### src/rtl/multicycle_controller_pkg.sv
// Shared definitions for the multicycle controller.
//   - state_e    : FSM state encoding. It is also driven on the 4-bit `state` debug port.
//   - OP_*       : RV32I opcodes the controller decodes.
//   - F3_*       : branch func3 values.
//   - alu_src_a_e, alu_src_b_e, alu_oper_e : datapath select encodings.
package multicycle_controller_pkg;

  typedef enum logic [3:0] {
    S_FETCH   = 4'd0,
    S_DECODE  = 4'd1,
    S_ADDR    = 4'd2,
    S_MEM_RD  = 4'd3,
    S_LOAD_WB = 4'd4,
    S_MEM_WR  = 4'd5,
    S_EXEC    = 4'd6,
    S_ALU_WB  = 4'd7,
    S_BRANCH  = 4'd8,
    S_TRAP    = 4'd9
  } state_e;

  localparam logic [6:0] OP_BRANCH = 7'b1100011;
  localparam logic [6:0] OP_LOAD   = 7'b0000011;
  localparam logic [6:0] OP_STORE  = 7'b0100011;
  localparam logic [6:0] OP_IMM    = 7'b0010011;
  localparam logic [6:0] OP_REG    = 7'b0110011;

  localparam logic [2:0] F3_BEQ = 3'b000;
  localparam logic [2:0] F3_BNE = 3'b001;

  typedef enum logic [1:0] {
    SRC_A_PC    = 2'b00,
    SRC_A_OLDPC = 2'b01,
    SRC_A_RS1   = 2'b10
  } alu_src_a_e;

  typedef enum logic [1:0] {
    SRC_B_RS2  = 2'b00,
    SRC_B_FOUR = 2'b01,
    SRC_B_IMM  = 2'b10
  } alu_src_b_e;

  typedef enum logic [1:0] {
    ALU_ADD   = 2'b00,
    ALU_CMP   = 2'b01,
    ALU_FUNCT = 2'b10
  } alu_oper_e;

  // Branch func3 values that have a defined pc_write rule.
  function automatic logic is_known_branch(input logic [2:0] func3);
    return (func3 == F3_BEQ) || (func3 == F3_BNE);
  endfunction

endpackage

### src/rtl/multicycle_controller.sv
// Multicycle RV32I-subset control FSM.
//
// Supported instruction classes: load, store, OP-IMM, OP and BEQ/BNE.
//
// The outputs are decoded from the state (Moore) with two exceptions:
//   - The FETCH completion strobes depend on mem_ready.
//   - The BRANCH pc_write depends on zero.
//
// Ports:
//   clk, reset_n         single clock; asynchronous active-low reset
//   instruction[31:0]    IR contents (opcode [6:0], func3 [14:12])
//   zero, mem_ready      ALU zero flag, memory request completion
//   mem_req/mem_we/i_or_d            memory request, write enable, address select
//   pc_write/ir_write/reg_write      datapath strobes
//   mem_to_reg/pc_src                datapath selects
//   alu_src_a/alu_src_b/alu_oper     ALU selects
//   state[3:0]           current FSM state
//   retired[CNT_W-1:0]   retired-instruction count
//   illegal              trap flag
//
// Memory handshake: mem_req, mem_we and i_or_d are decoded only from the
// state, so they hold steady while a request waits. A request completes on
// the rising edge where mem_ready=1 is sampled with mem_req=1. mem_ready is
// ignored in every state that does not issue a request.
//
// Optional feature, macro ILLEGAL_TRAP_EN:
//   - Defined: an unknown opcode, or a branch whose func3 is neither BEQ nor
//     BNE, parks the FSM in TRAP with illegal=1 until reset.
//   - Undefined: an unknown opcode is treated as a NOP. illegal is tied to 0.
module multicycle_controller
  import multicycle_controller_pkg::*;
#(
  parameter int CNT_W = 16
) (
  input  logic             clk,
  input  logic             reset_n,
  input  logic [31:0]      instruction,
  input  logic             zero,
  input  logic             mem_ready,
  output logic             mem_req,
  output logic             mem_we,
  output logic             i_or_d,
  output logic             pc_write,
  output logic             ir_write,
  output logic             reg_write,
  output logic             mem_to_reg,
  output logic             pc_src,
  output logic [1:0]       alu_src_a,
  output logic [1:0]       alu_src_b,
  output logic [1:0]       alu_oper,
  output logic [3:0]       state,
  output logic [CNT_W-1:0] retired,
  output logic             illegal
);

  state_e             state_q, state_d;
  logic [CNT_W-1:0]   retired_q, retired_d;

  logic [6:0] opcode;
  logic [2:0] func3;
  assign opcode = instruction[6:0];
  assign func3  = instruction[14:12];

  // The remaining instruction fields belong to the datapath.
  logic unused_instr_bits;
  assign unused_instr_bits = ^{instruction[31:15], instruction[11:7]};

  logic       retire;
  logic       mem_req_c, mem_we_c, pc_write_c, ir_write_c, reg_write_c;
  alu_src_a_e src_a;
  alu_src_b_e src_b;
  alu_oper_e  oper;

  always_ff @(posedge clk or negedge reset_n) begin
    if (!reset_n) begin
      state_q   <= S_FETCH;
      retired_q <= '0;
    end else begin
      state_q   <= state_d;
      retired_q <= retired_d;
    end
  end

  always_comb begin
    state_d     = state_q;
    retire      = 1'b0;
    mem_req_c   = 1'b0;
    mem_we_c    = 1'b0;
    i_or_d      = 1'b0;
    pc_write_c  = 1'b0;
    ir_write_c  = 1'b0;
    reg_write_c = 1'b0;
    mem_to_reg  = 1'b0;
    pc_src      = 1'b0;
    src_a       = SRC_A_PC;
    src_b       = SRC_B_RS2;
    oper        = ALU_ADD;

    unique case (state_q)
      S_FETCH: begin
        mem_req_c = 1'b1;
        src_b     = SRC_B_FOUR;
        if (mem_ready) begin
          ir_write_c = 1'b1;
          pc_write_c = 1'b1;
          state_d    = S_DECODE;
        end
      end
      S_DECODE: begin
        // Precompute the branch target (oldPC + imm) into ALUOut.
        src_a = SRC_A_OLDPC;
        src_b = SRC_B_IMM;
        case (opcode)
`ifdef ILLEGAL_TRAP_EN
          OP_BRANCH:        state_d = is_known_branch(func3) ? S_BRANCH : S_TRAP;
`else
          OP_BRANCH:        state_d = S_BRANCH;
`endif
          OP_LOAD, OP_STORE: state_d = S_ADDR;
          OP_IMM, OP_REG:    state_d = S_EXEC;
`ifdef ILLEGAL_TRAP_EN
          default:           state_d = S_TRAP;
`else
          default:           state_d = S_FETCH;
`endif
        endcase
      end
      S_ADDR: begin
        src_a   = SRC_A_RS1;
        src_b   = SRC_B_IMM;
        state_d = (opcode == OP_STORE) ? S_MEM_WR : S_MEM_RD;
      end
      S_MEM_RD: begin
        mem_req_c = 1'b1;
        i_or_d    = 1'b1;
        if (mem_ready) state_d = S_LOAD_WB;
      end
      S_LOAD_WB: begin
        reg_write_c = 1'b1;
        mem_to_reg  = 1'b1;
        retire      = 1'b1;
        state_d     = S_FETCH;
      end
      S_MEM_WR: begin
        mem_req_c = 1'b1;
        mem_we_c  = 1'b1;
        i_or_d    = 1'b1;
        if (mem_ready) begin
          retire  = 1'b1;
          state_d = S_FETCH;
        end
      end
      S_EXEC: begin
        src_a   = SRC_A_RS1;
        src_b   = (opcode == OP_IMM) ? SRC_B_IMM : SRC_B_RS2;
        oper    = ALU_FUNCT;
        state_d = S_ALU_WB;
      end
      S_ALU_WB: begin
        reg_write_c = 1'b1;
        retire      = 1'b1;
        state_d     = S_FETCH;
      end
      S_BRANCH: begin
        src_a  = SRC_A_RS1;
        src_b  = SRC_B_RS2;
        oper   = ALU_CMP;
        pc_src = 1'b1;
        if (func3 == F3_BEQ)      pc_write_c = zero;
        else if (func3 == F3_BNE) pc_write_c = ~zero;
        retire  = 1'b1;
        state_d = S_FETCH;
      end
`ifdef ILLEGAL_TRAP_EN
      S_TRAP:  state_d = S_TRAP;
`else
      S_TRAP:  state_d = S_FETCH;
`endif
      default: state_d = S_FETCH;
    endcase
  end

  assign retired_d = retire ? retired_q + CNT_W'(1) : retired_q;

  // Reset is applied asynchronously to the state register. The strobes are
  // also gated combinationally, so they drop in the same cycle that reset_n
  // falls, including while a memory request is waiting.
  assign mem_req   = mem_req_c   & reset_n;
  assign mem_we    = mem_we_c    & reset_n;
  assign pc_write  = pc_write_c  & reset_n;
  assign ir_write  = ir_write_c  & reset_n;
  assign reg_write = reg_write_c & reset_n;

  assign alu_src_a = src_a;
  assign alu_src_b = src_b;
  assign alu_oper  = oper;
  assign state     = state_q;
  assign retired   = retired_q;

`ifdef ILLEGAL_TRAP_EN
  assign illegal = (state_q == S_TRAP);
`else
  assign illegal = 1'b0;
`endif

endmodule

### config.mk
export PLATFORM = sky130hd
export DESIGN_NAME = multicycle_controller
export DESIGN_NICKNAME = d
export VERILOG_FILES = /design/src/rtl/multicycle_controller_pkg.sv /design/src/rtl/multicycle_controller.sv
export SDC_FILE = /design/constraint.sdc
export NUM_CORES = 1
export LEC_CHECK = 0
export CAP_MARGIN = 20
export CORE_MARGIN = 2
export CORE_UTILIZATION = 40
export CTS_CLUSTER_DIAMETER = 120
export DETAILED_ROUTE_END_ITERATION = 16
export PLACE_DENSITY = 0.84
export SYNTH_ARGS = -nofsm -noshare
export SYNTH_HDL_FRONTEND = slang
export SYNTH_SLANG_ARGS = --single-unit
export TNS_END_PERCENT = 100
### constraint.sdc
create_clock -name clk -period 2.45 [get_ports clk]
set_input_delay 0.6125 -clock clk [delete_from_list [all_inputs] [get_ports clk]]
set_output_delay 0.6125 -clock clk [all_outputs]
set_load 0.01 [all_outputs]
==> results.tsv, run 1 <==
stage	metric	value	unit
cells_and_area	fin_nets	228	
setup_path	setup.worst_path.end_class	output pin	
cells_and_area	instances_no_fill	220	
synth	synth_nets	165	
placed_design	io_buffers	47	
power	internal_power	0.8294	mW
route	drt_iter0_drc	29	
placed_design	pre_cts_ws	-0.3920	ns
global_route	antenna_found_initial	0	
cells_and_area	syn2layout_area_growth	56.70	%
synth	avgSynthCellArea	9.482	µm²
synth	synth.distinct_cells	39	
synth	synth_warnings	0	
route	routedWlPerCell	15.43	µm
sta	max_freq	418.3	MHz
setup_path	crit_required	1.84	ns
outcome	outcome	finished, final reports clean	
sta	setup_viol_count_final	0	
sta	fin_hold_ws	0.4847	ns
global_route	grt_pass1_wl	5388	µm
clock_network	htree_levels	1	
route	route.met3.wl	129	µm
clock_network	clk_root_buffer_cell	clkbuf_4	
placed_design	dp.cells	210	
power	p_sw_frac	0.3749	
min_path	hold_class	reg -> reg	
cells_and_area	nFillCells	239	
floorplanning	die-area	3491	µm²
floorplanning	core_area	2829	µm²
route	firstDrtPassIters	4	
global_route	grt_max_degree	21	
placed_design	gp_congestion	0.8090	
clock_network	clk_pin_slew	0.11	ns
synth	async_reset_ff_frac	1.000	
clock_network	cts_tree	built	
cells_and_area	num_antenna_cells	0	
route	final_antenna_net_count	0	
min_path	hp-start	retired[15]	
synth	synth_simple_gate_area_frac	0.2845	
sta	slew_viol_final	0	
setup_path	critPathLaunchType	flop	
clock_network	insertion_delay	0.31	ns
synth	syn_inst	128	
route	vias	1184	
min_path	hold_end	retired[15]	
setup_path	r2r_end	retired[13]	
synth	synthMuxAreaShare	0.02784	
setup_path	cp.arrival	1.78	ns
global_route	globalRouteOverflowTotal	0	
synth	synthTopCellsByArea	dfrtp_1 (41%), xnor2_1 (12%), nand2_1 (3.4%)	
clock_network	cts_hold_buf	0	
synth	synth_top_family_by_area	simple AND/OR/NAND/NOR gates	
synth	synth_flop_cell	dfrtp_1	
placed_design	dpl-instance-area	1770	µm²
power	power_frac_comb	0.553	
synth	netlist.area_leader.share	0.4124	
setup_path	worstSetupPathType	reg -> out	
route	wl_met1	1434	µm
synth	synth_area	1214	µm²
power	p_sw	0.4974	mW
job	maxCapViolCount	0	
route	drt_wl_total	3395	µm
sta	finalClockSkew	0.002331	ns
floorplanning	fp.dieW	59.09	µm
clock_network	clk_path_buf_depth	2	
setup_path	r2r_cells	5	
synth	synthTopCellsByCount	dfrtp_1 (20), xnor2_1 (16), nand2_1 (11)	
power	cellPowerDensity	697.6	nW/µm²
floorplanning	io_pins	71	
clock_network	cts.sinks	20	
clock_network	cts_buffers	3	
power	peakVddDrop	0.4652	mV
route	dr.max_layer_used	met4	
floorplanning	row_count	19	
sta	final-hold-violation-count	0	
synth	ys_seq_elements	20	
synth	synth_compound_area_frac	0.09381	
min_path	holdPathStages	1	
global_route	grt_pass1_vias	1167	
power	p_leak	0.8685	nW
sta	fin_crit_sh	0.9758	
power	power_frac_seq	0.325	
setup_path	r2r_setup_slack	0.71	ns
synth	synth.most_common_cell	dfrtp_1	
floorplanning	start_util	0.4290	
sta	fin_crit	2.391	ns
sta	fin_ws	0.05920	ns
cells_and_area	post-route-util	0.6723	
route	wl_met2	1757	µm
global_route	grt_usage	0.2035	
power	clkPwrFrac	0.123	
route	via_per_inst	5.382	
cells_and_area	fin_area	1902	µm²
setup_path	critPathMaxFanout	10	
synth	yosysTopAreaCell	dfrtp_1	
synth	synth-xor-area-share	0.1299	
synth	synth_edf_count	0	
placed_design	dpl.hpwl	2477	µm
setup_path	rr_startpoint	state[2]	
route	drc	0	
synth	synth_fa_ha_area_frac	0.01031	
cells_and_area	drive_above_1_share	0.2116	
synth	ys_seq_area_frac	0.4124	
floorplanning	die_y	59.09	µm
-- area by class of cell --
cell class,count,area [µm²],share of cell area
Tap cell,31,38.79,0.02039
Clock buffer,3,22.52,0.01184
Sequential cell,20,505.5,0.2658
Multi-Input combinational cell,99,715.7,0.3763
Timing Repair Buffer,66,615.6,0.3237
Inverter,1,3.754,0.001974
-- through the flow --
stage                     power (mW)  setup TNS (ns)
after floorplan               0.7789               0
after global placement         1.097         -0.9788
after detailed placement       1.122          -1.154
after CTS                      1.330       -0.005629
after global routing           1.402       -0.002983
final                          1.327               0
-- flip-flops by register name, indices dropped and copies added, names as in the netlist --
name     flops
state        4
retired     16
-- how the worst max path moves through the flow --
| stage | start | end | cells after the start |
|---|---|---|---|
| 3_5_place_dp | instruction[2] | alu_src_b[1] | 6 |
| 3_3_place_gp | instruction[4] | alu_src_b[1] | 6 |
| 5_1_grt | state[1] | mem_we | 4 |
| 4_1_cts | state[1] | alu_src_a[0] | 4 |
| 2_1_floorplan | state[0] | pc_write | 4 |
| 6_report | state[1] | mem_we | 4 |
-- kinds of logic after synthesis --
| logic type | after synthesis |
|---|---|
| flops | 20 |
| xor+xnor | 18 |
| simple gates | 60 |
| compound gates | 16 |
| other cells | 1 |
| mux | 3 |
| buf+inv | 9 |
| fa+ha+maj | 1 |
-- power by group through the flow --
stage	Clock, mW	Sequential [mW]	Combinational (mW)
after floorplan	0	0.431	0.348
after global placement	0	0.424	0.672
after detailed placement	0	0.428	0.694
after CTS	0.167	0.427	0.737
after global routing	0.169	0.438	0.795
final	0.163	0.431	0.734
-- worst max-delay path, cell delays in order (launching register included) --
cell and delay [ns]:
dfrtp_2 0.46, buf_4 0.18, nand2b_4 0.17, nor2_1 0.10, clkdlybuf4s50_1 0.55
-- layout by cell type, fill, tap and decap left out, types with 6 or more instances in the layout --
master | netlist | routed
clkdlybuf4s50_1 | 0 | 34
buf_4 | 3 | 19
xnor2_1 | 16 | 16
dfrtp_1 | 20 | 16
nand2_1 | 11 | 11
nor2_1 | 9 | 9
dlymetal6s2s_1 | 0 | 7
nor3_1 | 7 | 6
nand3_1 | 6 | 6
-- metal layers --
metal / vias up / track usage
met2: 39 / 0.3460
met3: 7 / 0.01747
li1: 574 / -
met4: 0 / 0.09091
met1: 564 / 0.2624
met5: - / 0
-- what timing repair did --
| action | in CTS | in global routing |
|---|---|---|
| buffers inserted | 4 | 3 |
| pin swaps | 0 | 4 |
| setup endpoints to repair | 9 | 6 |
| gates resized for setup | 17 | 11 |
| cloned | 0 | 0 |
(Power assumes the default switching activity.)
==> run 2: changes to the inputs <==
- ABC_AREA: unset -> 1
- CORE_UTILIZATION: 40 -> 44
- PLACE_DENSITY: 0.84 -> 0.86
==> results.tsv, run 2 <==
stage	metric	value	unit	change
cells_and_area	final_common_cell	nand2_1		
sta	max_freq	417.3	MHz	-0.24%
sta	setup_viol_count_final	0		unchanged
cells_and_area	num_antenna_cells	0		unchanged
setup_path	critPathLaunchType	flop		
placed_design	io_buffers	47		unchanged
setup_path	setup.worst_path.end_class	output pin		
route	drt_iter0_drc	59		+100%
placed_design	dpl-instance-area	2006	µm²	+13%
floorplanning	core_area	3078	µm²	+8.8%
outcome	outcome	finished, final reports clean		
cells_and_area	syn2layout_area_growth	45.93	%	
synth	synth.most_common_cell	nand2_1		
sta	rsz0062_at_grt	false		
global_route	grt_pass1_wl	5651	µm	+4.9%
synth	synth_area	1446	µm²	+19%
cells_and_area	fin_area	2111	µm²	+11%
sta	fin_crit	2.397	ns	+0.005841 ns
job	maxCapViolCount	0		unchanged
route	drt_wl_total	3458	µm	+1.9%
placed_design	gp_congestion	0.8698		+7.5%
clock_network	clk_path_buf_depth	2		unchanged
setup_path	critPathMaxFanout	5		-5
synth	synthTopCellsByArea	dfrtp_1 (35%), nand2_1 (19%), inv_1 (7.3%)		
synth	synthTopCellsByCount	nand2_1 (75), inv_1 (28), nor2_1 (27)		
global_route	globalRouteOverflowTotal	0		unchanged
synth	synth_nets	247		+50%
synth	ys_seq_area_frac	0.3460		-0.06635
global_route	use_met3	0.03571		+0.01825
cells_and_area	post-route-util	0.6858		+0.01350
route	final_antenna_net_count	0		unchanged
placed_design	dpl.hpwl	2575	µm	+4.0%
setup_path	worstSetupPathType	reg -> out		
floorplanning	die_y	61.34	µm	+3.8%
floorplanning	die-area	3762	µm²	+7.8%
global_route	grt_usage	0.1973		-0.006175
power	peakVddDrop	0.4738	mV	+1.9%
clock_network	cts_buffers	3		unchanged
global_route	use_met1	0.2490		-0.01335
synth	synth_flop_cell	dfrtp_1		
clock_network	htree_levels	1		unchanged
synth	netlist.area_leader.share	0.3460		-0.06635
setup_path	crit_required	1.84	ns	about the same
sta	fin_hold_ws	0.4731	ns	-0.01161 ns
synth	async_reset_ff_frac	1.000		unchanged
route	via_per_inst	4.810		-11%
cells_and_area	drive_above_1_share	0.1581		-0.05355
global_route	busiest_layer	met2		
clock_network	insertion_delay	0.29	ns	-0.02 ns
cells_and_area	instances_no_fill	316		+44%
placed_design	pre_cts_ws	-0.1398	ns	+0.2522 ns
clock_network	cts_tree	built		
sta	finalClockSkew	0.004926	ns	+0.002595 ns
floorplanning	row_count	20		+1
sta	final-hold-violation-count	0		unchanged
setup_path	r2r_cells	6		+1
power	p_leak	1.028	nW	+18%
clock_network	clk_pin_slew	0.10	ns	about the same
setup_path	cp.arrival	1.78	ns	about the same
global_route	grt_pass1_vias	1403		+20%
synth	synth_warnings	0		unchanged
synth	synth.distinct_cells	27		-31%
floorplanning	start_util	0.4699		+0.04090
clock_network	cts.sinks	20		unchanged
floorplanning	io_pins	71		unchanged
route	firstDrtPassIters	4		unchanged
synth	syn_inst	210		+64%
min_path	hold_class	in -> async		
sta	fin_ws	0.05336	ns	-0.005841 ns
synth	yosysTopAreaCell	dfrtp_1		
sta	final.setup.tns	0	ns	unchanged
synth	avgSynthCellArea	6.888	µm²	-27%
clock_network	clk_root_buffer_cell	clkbuf_4		
power	cellPowerDensity	642.3	nW/µm²	-7.9%
floorplanning	fp.dieW	61.34	µm	+3.8%
sta	fin_crit_sh	0.9782		+0.002384
power	power	1.356	mW	+2.2%
cells_and_area	fin_nets	311		+36%
global_route	use_met2	0.3465		+0.0004728
global_route	antenna_found_initial	0		unchanged
route	routedWlPerCell	10.94	µm	-29%
global_route	grt_max_degree	27		+29%
route	drc	0		unchanged
placed_design	dp.cells	307		+46%
synth	synth_edf_count	0		unchanged
route	vias	1520		+28%
synth	ys_seq_elements	20		unchanged
cells_and_area	largest_reg_flops	16		unchanged
cells_and_area	final_cell_mix	nand2_1 (73), clkdlybuf4s50_1 (39), inv_1 (28)		
sta	slew_viol_final	0		unchanged
run 2: logic make-up (layout without fill, tap and decap cells):
logic type	after synthesis	count (layout)	share of synthesized area
fa+ha+maj	1	1	0.008649
simple gates	134	134	0.4187
other cells	1	1	0.002593
xor+xnor	7	7	0.04239
buf+inv	31	93	0.09602
flops	20	20	0.3460
compound gates	16	16	0.08565
run 2: path summary, 6_finish.rpt:
check	from	endpoint	slack [ns]
min in group clk	retired[4]	retired[4]	0.56
worst max register to register	state[1]	retired[4]	0.86
max in group asynchronous	reset_n	state[0]	1.79
worst min-delay path	reset_n	retired[3]	0.47
worst min register to register	retired[4]	retired[4]	0.56
worst max-delay path	state[0]	alu_oper[1]	0.05
run 2: where the power goes:
| part | switching [mW] | internal (mW) | total (mW) | leakage (nW) |
|---|---|---|---|---|
| clock | 0.0916 | 0.0571 | 0.149 | 0.0138 |
| sequential | 0.0810 | 0.384 | 0.465 | 0.266 |
| combinational | 0.387 | 0.355 | 0.742 | 0.748 |
run 2: critical path, stage by stage (launching register included):
cell,delay [ns]
dfrtp_2,0.47
inv_1,0.12
nand2_2,0.11
nor2_4,0.14
buf_4,0.14
clkdlybuf4s50_1,0.52
run 2: cell type report:
type,instances,area (µm²)
Fill cell,257,967.2
Multi-Input combinational cell,159,837.1
Timing Repair Buffer,62,585.6
Sequential cell,20,505.5
Inverter,28,105.1
Tap cell,44,55.05
Clock buffer,3,22.52
run 2: what timing repair did:
action / 4_1_cts / 5_1_grt
pin swaps: 2 / 4
gates resized for setup: 12 / 10
hold buffers: 0 / 0
endpoints found under the setup margin: 9 / 7
setup buffers: 2 / 4
run 2: metal layers:
metal / vias to the layer above / part of all wire
li1: 789 / -
met1: 680 / 0.45
met2: 47 / 0.48
met3: 4 / 0.060
met4: 0 / 0.0072
met5: - / 0
==> run 3: changes to the inputs <==
- CORE_UTILIZATION: 44 -> 40
- CTS_CLUSTER_SIZE: unset -> 8
- PLACE_DENSITY: 0.86 -> 0.8
- clock period: 2.45 -> 2.4 ns (I/O delays scaled with it)
==> results.tsv, run 3 (synthesized netlist as in run 2, its figures left out) <==
stage	metric	value	unit	change
cells_and_area	nFillCells	317		+23%
cells_and_area	instances_no_fill	318		+0.63%
route	via_per_inst	4.827		+0.35%
route	drt_wl_total	3409	µm	-1.4%
setup_path	crit_family	buffers and inverters		
route	drt_iter0_drc	87		+47%
sta	final-hold-violation-count	0		unchanged
global_route	antenna_found_initial	0		unchanged
setup_path	critPathBufInv	2		-1
sta	rsz0062_at_grt	false		
route	wl_met1	1522	µm	-1.9%
sta	slew_viol_final	0		unchanged
global_route	globalRouteOverflowTotal	0		unchanged
sta	final.setup.tns	0	ns	unchanged
min_path	hold_class	in -> async		
placed_design	pre_cts_ws	-0.1806	ns	-0.04079 ns
setup_path	cpMaxStageDelayCell	clkdlybuf4s50_1		
clock_network	clk_root_buffer_cell	clkbuf_4		
floorplanning	core_area	3416	µm²	+11%
route	final_antenna_net_count	0		unchanged
setup_path	setup.worst_path.end_class	output pin		
setup_path	crit_chain	nor2_4, inv_1, nor2_2, clkdlybuf4s50_1		
setup_path	r2r_setup_slack	0.84	ns	-0.02 ns
global_route	grt_pass1_vias	1468		+4.6%
setup_path	worstSetupPathType	reg -> out		
sta	finalClockSkew	0.01183	ns	+0.006907 ns
route	routedWlPerCell	10.72	µm	-2.0%
clock_network	htree_levels	1		unchanged
cells_and_area	drive_above_1_share	0.1507		-0.007353
setup_path	cp_slowest_stage_delay	0.57	ns	+0.05 ns
clock_network	cts_buffers	3		unchanged
outcome	outcome	finished, final reports clean		
sta	fin_hold_ws	0.4509	ns	-0.02224 ns
clock_network	clk_path_buf_depth	2		unchanged
route	route.met3.wl	243	µm	+17%
cells_and_area	fin_area	2113	µm²	+0.12%
cells_and_area	post-route-util	0.6187		-0.06709
floorplanning	die-area	4113	µm²	+9.3%
floorplanning	start_util	0.4234		-0.04648
route	wl_met2	1634	µm	-2.3%
placed_design	gp_congestion	0.8379		-3.7%
power	power	1.463	mW	+7.9%
floorplanning	fp.dieW	64.13	µm	+4.6%
cells_and_area	final_common_cell	nand2_1		
clock_network	cts_hold_buf	0		unchanged
floorplanning	io_pins	71		unchanged
cells_and_area	syn2layout_area_growth	46.11	%	
cells_and_area	final_cell_mix	nand2_1 (74), clkdlybuf4s50_1 (36), inv_1 (28)		
cells_and_area	fin_nets	310		-0.32%
sta	max_freq	433.1	MHz	
setup_path	crit_required	1.80	ns	-0.04 ns
global_route	grt_max_degree	27		unchanged
setup_path	rr_startpoint	retired[0]		
route	dr.max_layer_used	met4		
placed_design	dp.cells	311		+1.3%
global_route	grt_pass1_wl	6106	µm	+8.1%
floorplanning	row_count	21		+5.0%
setup_path	critPathMaxFanout	4		-1
power	p_leak	1.042	nW	+1.4%
route	firstDrtPassIters	4		unchanged
clock_network	insertion_delay	0.31	ns	+0.02 ns
placed_design	dpl-instance-area	2023	µm²	+0.87%
sta	fin_crit	2.309	ns	
route	vias	1535		+0.99%
floorplanning	die_y	64.13	µm	+4.6%
sta	setup_viol_count_final	0		unchanged
power	peakVddDrop	0.4944	mV	+4.3%
setup_path	critPathLaunchType	flop		
sta	fin_ws	0.09111	ns	+0.03775 ns
placed_design	io_buffers	47		unchanged
cells_and_area	multi_input_area	829.5	µm²	-0.90%
job	maxCapViolCount	0		unchanged
setup_path	cp-startpoint	state[2]		
power	cellPowerDensity	692.1	nW/µm²	+7.7%
clock_network	cts.sinks	20		unchanged
route	drc	0		unchanged
sta	fin_crit_sh	0.9620		
cells_and_area	regArea	503.0	µm²	-0.50%
placed_design	dpl.hpwl	2721	µm	+5.7%
cells_and_area	largest_reg_flops	16		unchanged
global_route	grt_usage	0.1821		-0.01524
clock_network	clk_pin_slew	0.13	ns	+0.03 ns
clock_network	cts_tree	built		
cells_and_area	num_antenna_cells	0		unchanged
setup_path	cp.arrival	1.71	ns	-0.07 ns
run 3: power by group:
| part | switching, mW | internal [mW] |
|---|---|---|
| combinational | 0.384 | 0.331 |
| clock | 0.110 | 0.169 |
| sequential | 0.0765 | 0.391 |
| total | 0.571 | 0.891 |
run 3: repair_timing:
item / 4_1_cts / 5_1_grt
setup buffers: 3 / 0
endpoints found under the setup margin: 11 / 4
pin swaps: 1 / 1
gates resized for setup: 15 / 7
run 3: final timing paths:
check / to / depth (start not counted)
max: alu_src_a[0] / 4
min: state[2] / 2
max reg2reg: retired[10] / 7
min reg2reg: retired[4] / 2
max in group asynchronous: state[0] / 3
min in group clk: retired[4] / 2
run 3: cell type report:
type                            instances  share of cell area
Clock inverter                          1             0.01421
Inverter                               28             0.04973
Clock buffer                            3             0.01066
Timing Repair Buffer                   61              0.2676
Multi-Input combinational cell        159              0.3925
Sequential cell                        20              0.2380
Tap cell                               46             0.02724
run 3: metal layers:
| metal | up-vias | global-route usage |
|---|---|---|
| met5 | - | 0 |
| met4 | 0 | 0.02926 |
| met3 | 2 | 0.05458 |
| met2 | 54 | 0.3151 |
| met1 | 696 | 0.2273 |
| li1 | 783 | - |
